## src/rtl/ak16_pkg.sv

```systemverilog
// Shared constants and types for the ak16 load/store unit.
// State encoding, dmem range and the request capture bundle.
package ak16_pkg;

  localparam int ADDR_W = 16;
  localparam int DATA_W = 16;
  localparam int MEM_AW = 8;

  localparam logic [ADDR_W-1:0] FAULT_MASK =
    {{(ADDR_W-MEM_AW){1'b1}}, {MEM_AW{1'b0}}};

  localparam logic [2:0] S_IDLE  = 3'd0;
  localparam logic [2:0] S_RD    = 3'd1;
  localparam logic [2:0] S_CAP   = 3'd2;
  localparam logic [2:0] S_MERGE = 3'd3;
  localparam logic [2:0] S_WR    = 3'd4;
  localparam logic [2:0] S_RESP  = 3'd5;

  typedef enum logic [2:0] {
    IDLE  = S_IDLE,
    RD    = S_RD,
    CAP   = S_CAP,
    MERGE = S_MERGE,
    WR    = S_WR,
    RESP  = S_RESP
  } lsu_state_t;

  typedef struct packed {
    logic       we;
    logic       byt;
    logic       hi;
    logic       sgn;
    logic [7:0] wbyte;
  } lsu_req_t;

  function automatic logic addr_fault(
    input logic [ADDR_W-1:0] a
  );
    return |(a & FAULT_MASK);
  endfunction

endpackage

```

## src/rtl/lsu_if.sv

```systemverilog
// CPU request/response handshake plus dmem bus for the lsu.
// slave = lsu side, master = pipeline and dmem side.
interface lsu_if;
  import ak16_pkg::*;

  logic              req_valid;
  logic              req_ready;
  logic              req_we;
  logic              req_byte;
  logic              req_hi;
  logic              req_signed;
  logic [ADDR_W-1:0] req_addr;
  logic [DATA_W-1:0] req_wdata;

  logic              resp_valid;
  logic              resp_ready;
  logic [DATA_W-1:0] resp_data;
  logic              resp_fault;

  logic [ADDR_W-1:0] mem_addr;
  logic [DATA_W-1:0] mem_wdata;
  logic              mem_write;
  logic              mem_read;
  logic [DATA_W-1:0] mem_rdata;

  modport slave (
    input  req_valid,
    output req_ready,
    input  req_we,
    input  req_byte,
    input  req_hi,
    input  req_signed,
    input  req_addr,
    input  req_wdata,
    output resp_valid,
    input  resp_ready,
    output resp_data,
    output resp_fault,
    output mem_addr,
    output mem_wdata,
    output mem_write,
    output mem_read,
    input  mem_rdata
  );

  modport master (
    output req_valid,
    input  req_ready,
    output req_we,
    output req_byte,
    output req_hi,
    output req_signed,
    output req_addr,
    output req_wdata,
    input  resp_valid,
    output resp_ready,
    input  resp_data,
    input  resp_fault,
    input  mem_addr,
    input  mem_wdata,
    input  mem_write,
    input  mem_read,
    output mem_rdata
  );

endinterface

```

## src/rtl/lsu_byte_align.sv

```systemverilog
// Byte lane extract with sign/zero extension, and byte lane merge
// for read-modify-write stores.
module lsu_byte_align
  import ak16_pkg::*;
(
  input  logic [DATA_W-1:0] word,
  input  logic              hi,
  input  logic              sgn,
  input  logic [7:0]        wbyte,
  output logic [DATA_W-1:0] ext,
  output logic [DATA_W-1:0] merged
);

  logic [7:0] sel;

  always_comb begin
    sel    = hi ? word[15:8] : word[7:0];
    ext    = {{8{sgn & sel[7]}}, sel};
    merged = hi ? {wbyte, word[7:0]}
                : {word[15:8], wbyte};
  end

endmodule

```

## src/rtl/lsu.sv

```systemverilog
// Load/store unit: sole dmem initiator, byte ops via RMW,
// out-of-range addresses fault without touching memory.
module lsu
  import ak16_pkg::*;
(
  input  logic clk,
  input  logic rst,
  lsu_if.slave bus
);

  lsu_state_t        state;
  lsu_state_t        state_n;
  lsu_req_t          cap;
  lsu_req_t          cap_n;
  lsu_req_t          req_in;

  logic [DATA_W-1:0] rdata_q;
  logic [DATA_W-1:0] rdata_n;
  logic              fault_q;
  logic              fault_n;
  logic [ADDR_W-1:0] maddr_q;
  logic [ADDR_W-1:0] maddr_n;
  logic [DATA_W-1:0] mwdata_q;
  logic [DATA_W-1:0] mwdata_n;
  logic              mrd_q;
  logic              mrd_n;
  logic              mwr_q;
  logic              mwr_n;

  logic [DATA_W-1:0] ext;
  logic [DATA_W-1:0] merged;

  assign req_in = '{
    we:    bus.req_we,
    byt:   bus.req_byte,
    hi:    bus.req_hi,
    sgn:   bus.req_signed & ~bus.req_we,
    wbyte: bus.req_wdata[7:0]
  };

  lsu_byte_align u_align (
    .word   (bus.mem_rdata),
    .hi     (cap.hi),
    .sgn    (cap.sgn),
    .wbyte  (cap.wbyte),
    .ext    (ext),
    .merged (merged)
  );

  always_ff @(posedge clk or posedge rst) begin
    if (rst) begin
      state <= IDLE;
    end else begin
      state <= state_n;
    end
  end

  always_ff @(posedge clk or posedge rst) begin
    if (rst) begin
      cap      <= '0;
      rdata_q  <= '0;
      fault_q  <= 1'b0;
      maddr_q  <= '0;
      mwdata_q <= '0;
      mrd_q    <= 1'b0;
      mwr_q    <= 1'b0;
    end else begin
      cap      <= cap_n;
      rdata_q  <= rdata_n;
      fault_q  <= fault_n;
      maddr_q  <= maddr_n;
      mwdata_q <= mwdata_n;
      mrd_q    <= mrd_n;
      mwr_q    <= mwr_n;
    end
  end

  // Strobes default low so each access is a single-cycle pulse.
  always_comb begin
    state_n  = state;
    cap_n    = cap;
    rdata_n  = rdata_q;
    fault_n  = fault_q;
    maddr_n  = maddr_q;
    mwdata_n = mwdata_q;
    mrd_n    = 1'b0;
    mwr_n    = 1'b0;
    unique case (state)
      IDLE: begin
        if (bus.req_valid) begin
          cap_n   = req_in;
          rdata_n = '0;
          fault_n = 1'b0;
          if (addr_fault(bus.req_addr)) begin
            fault_n = 1'b1;
            state_n = RESP;
          end else if (bus.req_we && !bus.req_byte) begin
            maddr_n  = bus.req_addr;
            mwdata_n = bus.req_wdata;
            mwr_n    = 1'b1;
            state_n  = WR;
          end else begin
            maddr_n = bus.req_addr;
            mrd_n   = 1'b1;
            state_n = RD;
          end
        end
      end
      RD: begin
        state_n = cap.we ? MERGE : CAP;
      end
      CAP: begin
        rdata_n = cap.byt ? ext : bus.mem_rdata;
        state_n = RESP;
      end
      MERGE: begin
        mwdata_n = merged;
        mwr_n    = 1'b1;
        state_n  = WR;
      end
      WR: begin
        state_n = RESP;
      end
      RESP: begin
        if (bus.resp_ready) begin
          rdata_n = '0;
          fault_n = 1'b0;
          state_n = IDLE;
        end
      end
      default: begin
        state_n = IDLE;
      end
    endcase
  end

  assign bus.req_ready  = (state == IDLE);
  assign bus.resp_valid = (state == RESP);
  assign bus.resp_data  = rdata_q;
  assign bus.resp_fault = fault_q;
  assign bus.mem_addr   = maddr_q;
  assign bus.mem_wdata  = mwdata_q;
  assign bus.mem_read   = mrd_q;
  assign bus.mem_write  = mwr_q;

endmodule

```

## src/flat_wrapper.sv

```systemverilog
// flat-port wrapper written by rule: the top's interface ports become plain ports
module lsu_flat import ak16_pkg::*;
  (clk, rst, bus_req_valid, bus_req_ready, bus_req_we, bus_req_byte, bus_req_hi, bus_req_signed, bus_req_addr, bus_req_wdata, bus_resp_valid, bus_resp_ready, bus_resp_data, bus_resp_fault, bus_mem_addr, bus_mem_wdata, bus_mem_write, bus_mem_read, bus_mem_rdata);
  lsu_if bus_i ();
  input  logic clk;
  input  logic rst;
  input wire logic [$bits(bus_i.req_valid)-1:0] bus_req_valid;
  output wire logic [$bits(bus_i.req_ready)-1:0] bus_req_ready;
  input wire logic [$bits(bus_i.req_we)-1:0] bus_req_we;
  input wire logic [$bits(bus_i.req_byte)-1:0] bus_req_byte;
  input wire logic [$bits(bus_i.req_hi)-1:0] bus_req_hi;
  input wire logic [$bits(bus_i.req_signed)-1:0] bus_req_signed;
  input wire logic [$bits(bus_i.req_addr)-1:0] bus_req_addr;
  input wire logic [$bits(bus_i.req_wdata)-1:0] bus_req_wdata;
  output wire logic [$bits(bus_i.resp_valid)-1:0] bus_resp_valid;
  input wire logic [$bits(bus_i.resp_ready)-1:0] bus_resp_ready;
  output wire logic [$bits(bus_i.resp_data)-1:0] bus_resp_data;
  output wire logic [$bits(bus_i.resp_fault)-1:0] bus_resp_fault;
  output wire logic [$bits(bus_i.mem_addr)-1:0] bus_mem_addr;
  output wire logic [$bits(bus_i.mem_wdata)-1:0] bus_mem_wdata;
  output wire logic [$bits(bus_i.mem_write)-1:0] bus_mem_write;
  output wire logic [$bits(bus_i.mem_read)-1:0] bus_mem_read;
  input wire logic [$bits(bus_i.mem_rdata)-1:0] bus_mem_rdata;
  assign bus_i.req_valid = bus_req_valid;
  assign bus_req_ready = bus_i.req_ready;
  assign bus_i.req_we = bus_req_we;
  assign bus_i.req_byte = bus_req_byte;
  assign bus_i.req_hi = bus_req_hi;
  assign bus_i.req_signed = bus_req_signed;
  assign bus_i.req_addr = bus_req_addr;
  assign bus_i.req_wdata = bus_req_wdata;
  assign bus_resp_valid = bus_i.resp_valid;
  assign bus_i.resp_ready = bus_resp_ready;
  assign bus_resp_data = bus_i.resp_data;
  assign bus_resp_fault = bus_i.resp_fault;
  assign bus_mem_addr = bus_i.mem_addr;
  assign bus_mem_wdata = bus_i.mem_wdata;
  assign bus_mem_write = bus_i.mem_write;
  assign bus_mem_read = bus_i.mem_read;
  assign bus_i.mem_rdata = bus_mem_rdata;
  lsu u_core (.clk(clk), .rst(rst), .bus(bus_i));
endmodule
```

## config.mk

```make
export PLATFORM = sky130hd
export DESIGN_NAME = lsu_flat
export DESIGN_NICKNAME = d
export VERILOG_FILES = /design/src/rtl/ak16_pkg.sv /design/src/rtl/lsu_if.sv /design/src/rtl/lsu_byte_align.sv /design/src/rtl/lsu.sv /design/src/flat_wrapper.sv
export SDC_FILE = /design/constraint.sdc
export NUM_CORES = 1
export LEC_CHECK = 0
export CAP_MARGIN = 15
export CORE_MARGIN = 2
export CORE_UTILIZATION = 48
export DETAILED_ROUTE_END_ITERATION = 8
export PLACE_DENSITY = 0.85
export SLEW_MARGIN = 20
export SYNTH_ARGS = -nofsm -noshare
export SYNTH_HDL_FRONTEND = slang
export SYNTH_SLANG_ARGS = --single-unit
```

## constraint.sdc

```tcl
create_clock -name clk -period 5.7 [get_ports clk]
set_input_delay 0.57 -clock clk [delete_from_list [all_inputs] [get_ports clk]]
set_output_delay 0.57 -clock clk [all_outputs]
set_load 0.05 [all_outputs]
```

# == Yosys cells after proc, flatten, opt, wreduce, memory -nomap -nowiden ==
# Cells that the tools add are included.
# totals
reg_bits,66
input_bits,56
out_inout_bits,53
elab_cells,67
# op_classes
eq_ne,9
mux,28
bitwise_logic,4
reduce_logical,14
# op_table
cell,count
$mux 16,7
$pmux 16 s3,1
$pmux 16 s2,1
$pmux 3 s5,1
$mux 3,4
$mux 1,11
$reduce_and 3->1,3
$mux 8,1
$reduce_or 8->1,1
$eq 3x2->1 const B,2
$eq 3x3->1 const B,2
$ne 2x1->1 const B,2
$ne 2x2->1 const B,2
$pmux 1 s2,2
$reduce_and 2->1,2
$reduce_and 4->1,1
$reduce_bool 2->1,2
$eq 3x1->1 const B,1
$logic_not 3->1,1
$reduce_bool 3->1,1
$and 1x1->1,2
$not 1->1,2
$reduce_or 2->1,1
$logic_and 1x1->1,1
$logic_not 1->1,1

# == Depth between registers and ports, before layout ==
# Gate-level depths: netlist of the first run.
# logic_depth
depth_word,6
mapped_depth,7
ltp_nobuf,4

# == Modules after synthesis ==
# A second synthesis of the first run with hierarchy kept.
# hier_totals
hier_cells,264
hier_area_um2,3311.9
# by_module_without_submodules
mod,n_inst,cells_each,area_each_um2,seq_area_each_um2
lsu,1,229,2939.1,1651.6
lsu_byte_align,1,35,372.9,0.0

# == Worst setup path after synthesis of the first run ==
# OpenSTA, ideal clock, no wires.
# synth_timing
path_kind,flip-flop to flip-flop
start,register u_core.state[0]
end,register u_core.mwdata_q[0] (netlist: u_core.bus.mem_wdata[0])
setup_time_ns,0.079
t_arrival_ns,1.940
slack_ns,3.680
path_stages_with_launch,8
n_path_buf,3
path_cell_list,dfrtp_1 -> buf_6 -> nor3_4 -> nand4_4 -> o21ai_2 -> buf_6 -> buf_12 -> mux2i_1
# synth_via
elab_chain_cells,3
# synth_rtl
item,line_no,rtl
start: declaration,lsu.sv:11,lsu_state_t state;
start signal: assignment,lsu.sv:54,state <= state_n;
$logic_not 3->1 *,-,
net bus_req_ready,flat_wrapper.sv:8,output wire logic [$bits(bus_i.req_ready)-1:0] bus_req_ready;
$ne 2x2->1 (no source line) (tied with other cells),-,
$reduce_and 4->1 (no source line),-,
end signal: assignment,lsu.sv:72,mwdata_q <= mwdata_n;
end: declaration,lsu.sv:23,logic [DATA_W-1:0] mwdata_q;
# The timed path passes the listed nets; every way through them passes the cells marked *.
# A chain may end at the register's enable or synchronous reset.

# == Final worst setup path of the first run ==
# layout_timing
start,register u_core.state[1]
end,output port bus_req_ready
# layout_via
elab_chain_cells,1
# layout_rtl
item,line_no,rtl
$logic_not 3->1,lsu.sv:137,assign bus.req_ready = (state == IDLE);
end: declaration,flat_wrapper.sv:8,
# No other way between the ends.

==> reports/qor.yml, run 1 <==
cts:
  cts_hold_buf: 0
  htree_levels: 3
  clockBufferDepth: 2
  root_buffer: "clkbuf_8"
  clkTransAtPathRegs_ns: 0.07
  clock_latency_ns: 0.35
  cts_buffers: 9
  clock_sinks: 66
  cts_resized: 0
  cts_tree: "done"
  post_cts_buffers: 0
grt:
  use_met1_pct: 27.9
  use_met2_pct: 34.5
  grt_pass1_vias: 2420
  busiest_layer: "met2"
  grt_antenna_before_repair: 0
  grt_max_degree: 67
  met3_usage_pct: 8.21
  grt_overflow: 0
  grt_pass1_wl_um: 12100
  grt.total_usage_pct: 21.8
sta:
  worst_pin_slew_ns: 0.956
  finClkSkew_ns: 0.0152
  slew_headroom_pct: 36.3
  finalCriticalPeriod_ns: 2.66
  hold_violations: 0
  maxSlewViolCount: 0
  fmax_mhz: 376
  fin_tns_setup_ns: 0
  setup_ws_ns: 3.04
  finalSetupViolations: 0
  rsz0062_at_grt: "false"
  finalCritPeriodShare_pct: 46.7
min_path:
  hold_path.class: "reg -> reg"
setup_path:
  crit_type: "reg -> out"
  arrival_ns: 2.09
  critPathMaxFanout: 11
  cp-end-kind: "output port"
  critPathLaunchType: "flip-flop"
  cpMaxStageDelayCell: "clkdlybuf4s50_1"
  cp_num_buf_inv: 1
  critical_path.top_delay_family: "buffers and inverters"
  path_cells: "nor3_4 > clkdlybuf4s50_1"
  required_ns: 5.13
  cp_slowest_stage_delay_ns: 0.87
place:
  port-buffer-count: 108
  gp_congestion: 0.757
  dp_hpwl_um: 5200
  place_ws_ns: 2.52
power_and_ir_drop:
  power.total_w: 0.00234
  leakage_nw: 1.98
  vdd_ir_drop_max_uv: 335
  powerDensity_nw_per_um2: 530
logic_synthesis:
  ys_warn_count: 0
  syn_inst: 278
  synthTopCellsByCount: "dfrtp_1 (66), mux2i_1 (40), nor2_1 (28)"
  netlist.area_leader.share_pct: 53.8
  synth_seq_cells: 66
  synth.avg_cell_area_um2: 11.0
  async_reset_ff_share_pct: 100
  synth.most_common_cell: "dfrtp_1"
  ys.flop_type: "dfrtp_1"
  synth_top_area_cell: "dfrtp_1"
  synth_area_um2: 3070
  yosys-top-cells-area: "dfrtp_1 (54%), mux2i_1 (13%), mux2_2 (7.0%), nor2_1 (3.4%), o21ai_0 (3.1%)"
  synth-edff-count: 0
  post_synth_num_cell_types: 32
  synth-seq-area-share_pct: 53.8
  synth_fp_nets: 334
floorplan:
  core_um2: 6280
  fp.dieH_um: 84.0
  die_w_um: 84.0
  rows: 29
  initial_core_util_pct: 48.9
  pin_count: 109
  die_area_um2: 7050
route:
  wl_per_cell_um: 15.6
  drtPass1Iterations: 5
  vias: 2384
  drc: 0
  via_per_inst: 5.10
  routed_wl_um: 7280
  drtIter0Drc: 119
  postRouteAntennaNets: 0
cells_and_area:
  multi_input_comb_area_um2: 1260
  antenna_cells: 0
  register_area_um2: 1650
  layout-drive-gt1-share_pct: 10.8
  syn_to_final_growth_pct: 44.1
  nFillCells: 445
  finish.utilization_pct: 70.5
  finalNetCount: 441
flow_run:
  drv_cap: 0
run_status:
  status: "completed"
-- layer usage --
metal	vias to the layer above	wire length (um)
met5	-	0
met4	0	87
met3	9	623
met2	90	3350
met1	1122	3220
li1	1163	-
-- sequential cells by signal, indices dropped and copies added (netlist names) --
| name | count |
|---|---|
| u_core.bus.resp_fault | 1 |
| u_core.bus.mem_read | 1 |
| u_core.state | 3 |
| u_core.bus.resp_data | 16 |
| u_core.bus.mem_addr | 16 |
| u_core.bus.mem_wdata | 16 |
| u_core.bus.mem_write | 1 |
| u_core.cap | 12 |
-- logic make-up after synthesis --
kind of cell,count (synthesis),synth area share (%)
buffers and inverters,34,5.38
and+or+nand+nor,73,12.2
DFF,66,53.8
xor gates and xnor gates,1,0.285
muxes,60,20.4
AOI/OAI and AO/OA,44,7.99
-- final timing paths --
check,to,from,slack (ns),cells past startpoint
min in group asynchronous,u_core.bus.mem_addr[0],rst,0.78,3
max reg2reg,u_core.bus.mem_wdata[1],u_core.state[1],3.46,4
max,bus_req_ready,u_core.state[1],3.04,2
max in group asynchronous,u_core.bus.resp_data[6],rst,4.38,3
min,u_core.bus.resp_data[8],u_core.bus.resp_data[8],0.49,2
min reg2reg,u_core.bus.resp_data[8],u_core.bus.resp_data[8],0.49,2
-- placed cells by master, fill, tap and decap left out, types with 2 or more instances in the layout --
| master | count |
|---|---|
| mux2i_1 | 40 |
| mux2_2 | 19 |
| dfrtp_1 | 66 |
| inv_1 | 19 |
| nand2_1 | 21 |
| o21ai_0 | 19 |
| clkinv_4 | 2 |
| and2_1 | 10 |
| nor4_2 | 2 |
| nand2b_1 | 2 |
| clkdlybuf4s50_1 | 108 |
| a21oi_1 | 17 |
| bufinv_16 | 3 |
| nor2_1 | 28 |
| nor2b_1 | 3 |
| clkbuf_8 | 9 |
| buf_4 | 2 |
| nand3b_1 | 2 |
-- tightest hold or removal path, delay by kind of cell (launching register included) --
| family | cells | cell delay, ns |
|---|---|---|
| DFF | 1 | 0.35 |
| AOI/OAI and AO/OA | 1 | 0.06 |
| and+or+nand+nor | 1 | 0.05 |
-- power breakdown --
group / leakage [nW] / internal (W) / switching [W]
Combinational: 1.01 / 0.000430 / 0.000656
Clock: 0.117 / 0.000292 / 0.000186
Sequential: 0.853 / 0.000623 / 0.000157
-- per-stage QoR --
| stage | area [um2] | cells | hold WS [ns] |
|---|---|---|---|
| floorplan | 3070 | 278 | 0.450 |
| global placement | 4170 | 451 | 0.467 |
| detailed placement | 4170 | 451 | 0.471 |
| CTS | 4420 | 467 | 0.491 |
| global route | 4420 | 467 | 0.512 |
| finish | 4420 | 467 | 0.490 |
-- final cells by class --
| type | instances | area share [%] |
|---|---|---|
| multi-input cells | 178 | 28.5 |
| clock inverters | 6 | 2.60 |
| clock buffers | 10 | 2.89 |
| flip-flops and latches | 66 | 37.3 |
| inverters | 20 | 1.70 |
| repair buffers | 110 | 24.8 |
| well taps | 77 | 2.18 |
Note: power is estimated with default switching activity, not from simulation.
==> run 2, diff against run 1 <==
Settings changed: CORE_UTILIZATION 48 to 45, PLACE_DENSITY 0.85 to 0.8.
Clock period 5.7 ns to 2.6 ns, I/O delays scaled along.
==> run 2 against run 1 <==
Power is 120% higher. Count of clock-buffer cells in the layout rose by 1. Die area rose by 6.3%. Worst hold slack lost 0.16 ns. Cell count grew 1.3%. Sequential power up 110%. Critical path depth did not move. Highest routed layer unchanged. First-iteration DRC count decreased by 29%. Global-route usage increased by 0.24 points. Utilization down 4.1 points. Worst setup slack lost 2.8 ns.
==> reports/qor.yml, run 2 (synthesis gave the netlist of run 1 again) <==
sta:
  slew_headroom_pct: 58.5
  maxSlewViolCount: 0
  hold_violations: 0
  worst_pin_slew_ns: 0.621
  fin_tns_setup_ns: 0
  finClkSkew_ns: 0.00923
  fmax_mhz: 423
  finalSetupViolations: 0
  rsz0062_at_grt: "false"
  finalCriticalPeriod_ns: 2.36
  finalCritPeriodShare_pct: 90.9
grt:
  busiest_layer: "met2"
  use_met1_pct: 27.7
  grt_pass1_wl_um: 12600
  grt_overflow: 0
  met3_usage_pct: 7.33
  grt_max_degree: 67
  grt.total_usage_pct: 22.1
  use_met2_pct: 35.2
  grt_pass1_vias: 2599
  grt_antenna_before_repair: 0
route:
  drtIter0Drc: 84
  drtPass1Iterations: 4
  drc: 0
  routed_wl_um: 7740
  postRouteAntennaNets: 0
  wl_per_cell_um: 16.4
  via_per_inst: 5.16
  vias: 2440
floorplan:
  fp.dieH_um: 86.6
  rows: 30
  core_um2: 6680
  die_w_um: 86.6
  initial_core_util_pct: 46.0
  pin_count: 109
  die_area_um2: 7500
setup_path:
  cp_num_buf_inv: 1
  cpMaxStageDelayCell: "clkdlybuf4s50_1"
  required_ns: 2.34
  r2r_slack_ns: 0.70
  critPathLaunch: "u_core.state[1]"
  cp_slowest_stage_delay_ns: 0.87
  cp-end-kind: "output port"
  critPathLaunchType: "flip-flop"
  crit_type: "reg -> out"
  arrival_ns: 2.10
  critPathMaxFanout: 11
  worst_r2r_path_depth: 3
  path_cells: "nor3_4 > clkdlybuf4s50_1"
  timing.rr.start: "u_core.state[1]"
  critical_path.top_delay_family: "buffers and inverters"
  r2r-end: "u_core.cap[0]"
flow_run:
  drv_cap: 0
cts:
  clock_sinks: 66
  root_buffer: "clkbuf_8"
  cts_resized: 0
  post_cts_buffers: 0
  clock_latency_ns: 0.34
  cts_hold_buf: 0
  htree_levels: 3
  clockBufferDepth: 2
  clkTransAtPathRegs_ns: 0.07
  cts_buffers: 9
  cts_tree: "done"
cells_and_area:
  final_common_cell: "clkdlybuf4s50_1"
  finish.utilization_pct: 66.3
  layout-drive-gt1-share_pct: 11.5
  syn_to_final_growth_pct: 44.3
  antenna_cells: 0
  final_cell_mix: "clkdlybuf4s50_1 (108), dfrtp_1 (66), mux2i_1 (40)"
  final_cells: 473
  finalNetCount: 444
run_status:
  status: "completed"
place:
  dp_hpwl_um: 5480
  port-buffer-count: 108
  gp_congestion: 0.773
  placed_cells: 457
power_and_ir_drop:
  leakage_nw: 1.99
  vdd_ir_drop_max_uv: 601
  powerDensity_nw_per_um2: 1150
  power.total_w: 0.00508
min_path:
  hold_path.class: "in -> async"
[run 2: metal layers]
layer  wire [um]  vias up
met3         684        9
met4         103        0
met2        3670      101
li1            -     1162
met5           0        -
met1        3280     1168
[run 2: final cells by class]
class,instances,area (um2)
fillers,547,2250
flip-flops and latches,66,1650
multi-input cells,178,1250
repair buffers,113,1130
clock buffers,11,141
well taps,80,100
clock inverters,5,77.6
inverters,20,75.1
[run 2: power by group]
part / internal [W] / switching, W
sequential: 0.00137 / 0.000304
combinational: 0.000951 / 0.00151
clock: 0.000563 / 0.000386
[run 2: worst max-delay path by stage]
stage                                     to  cells after the start
global route                   bus_req_ready                      2
CTS                            bus_req_ready                      2
finish                         bus_req_ready                      2
global placement    u_core.bus.mem_wdata[10]                      6
floorplan            u_core.bus.mem_wdata[0]                      7
detailed placement  u_core.bus.mem_wdata[10]                      6
[run 2: worst min-delay path, delay by kind of cell]
family / cells / cell delay [ns]
buf+inv: 3 / 0.81
[run 2: stage by stage]
stage | cell area, um2 | worst slack [ns] | hold slack, ns
after CTS | 4430 | 0.232 | 0.335
after global routing | 4430 | 0.154 | 0.361
final | 4430 | 0.235 | 0.330
after detailed placement | 4210 | 0.539 | 0.471
after global placement | 4210 | 0.596 | 0.464
after floorplan | 3070 | 0.580 | 0.392
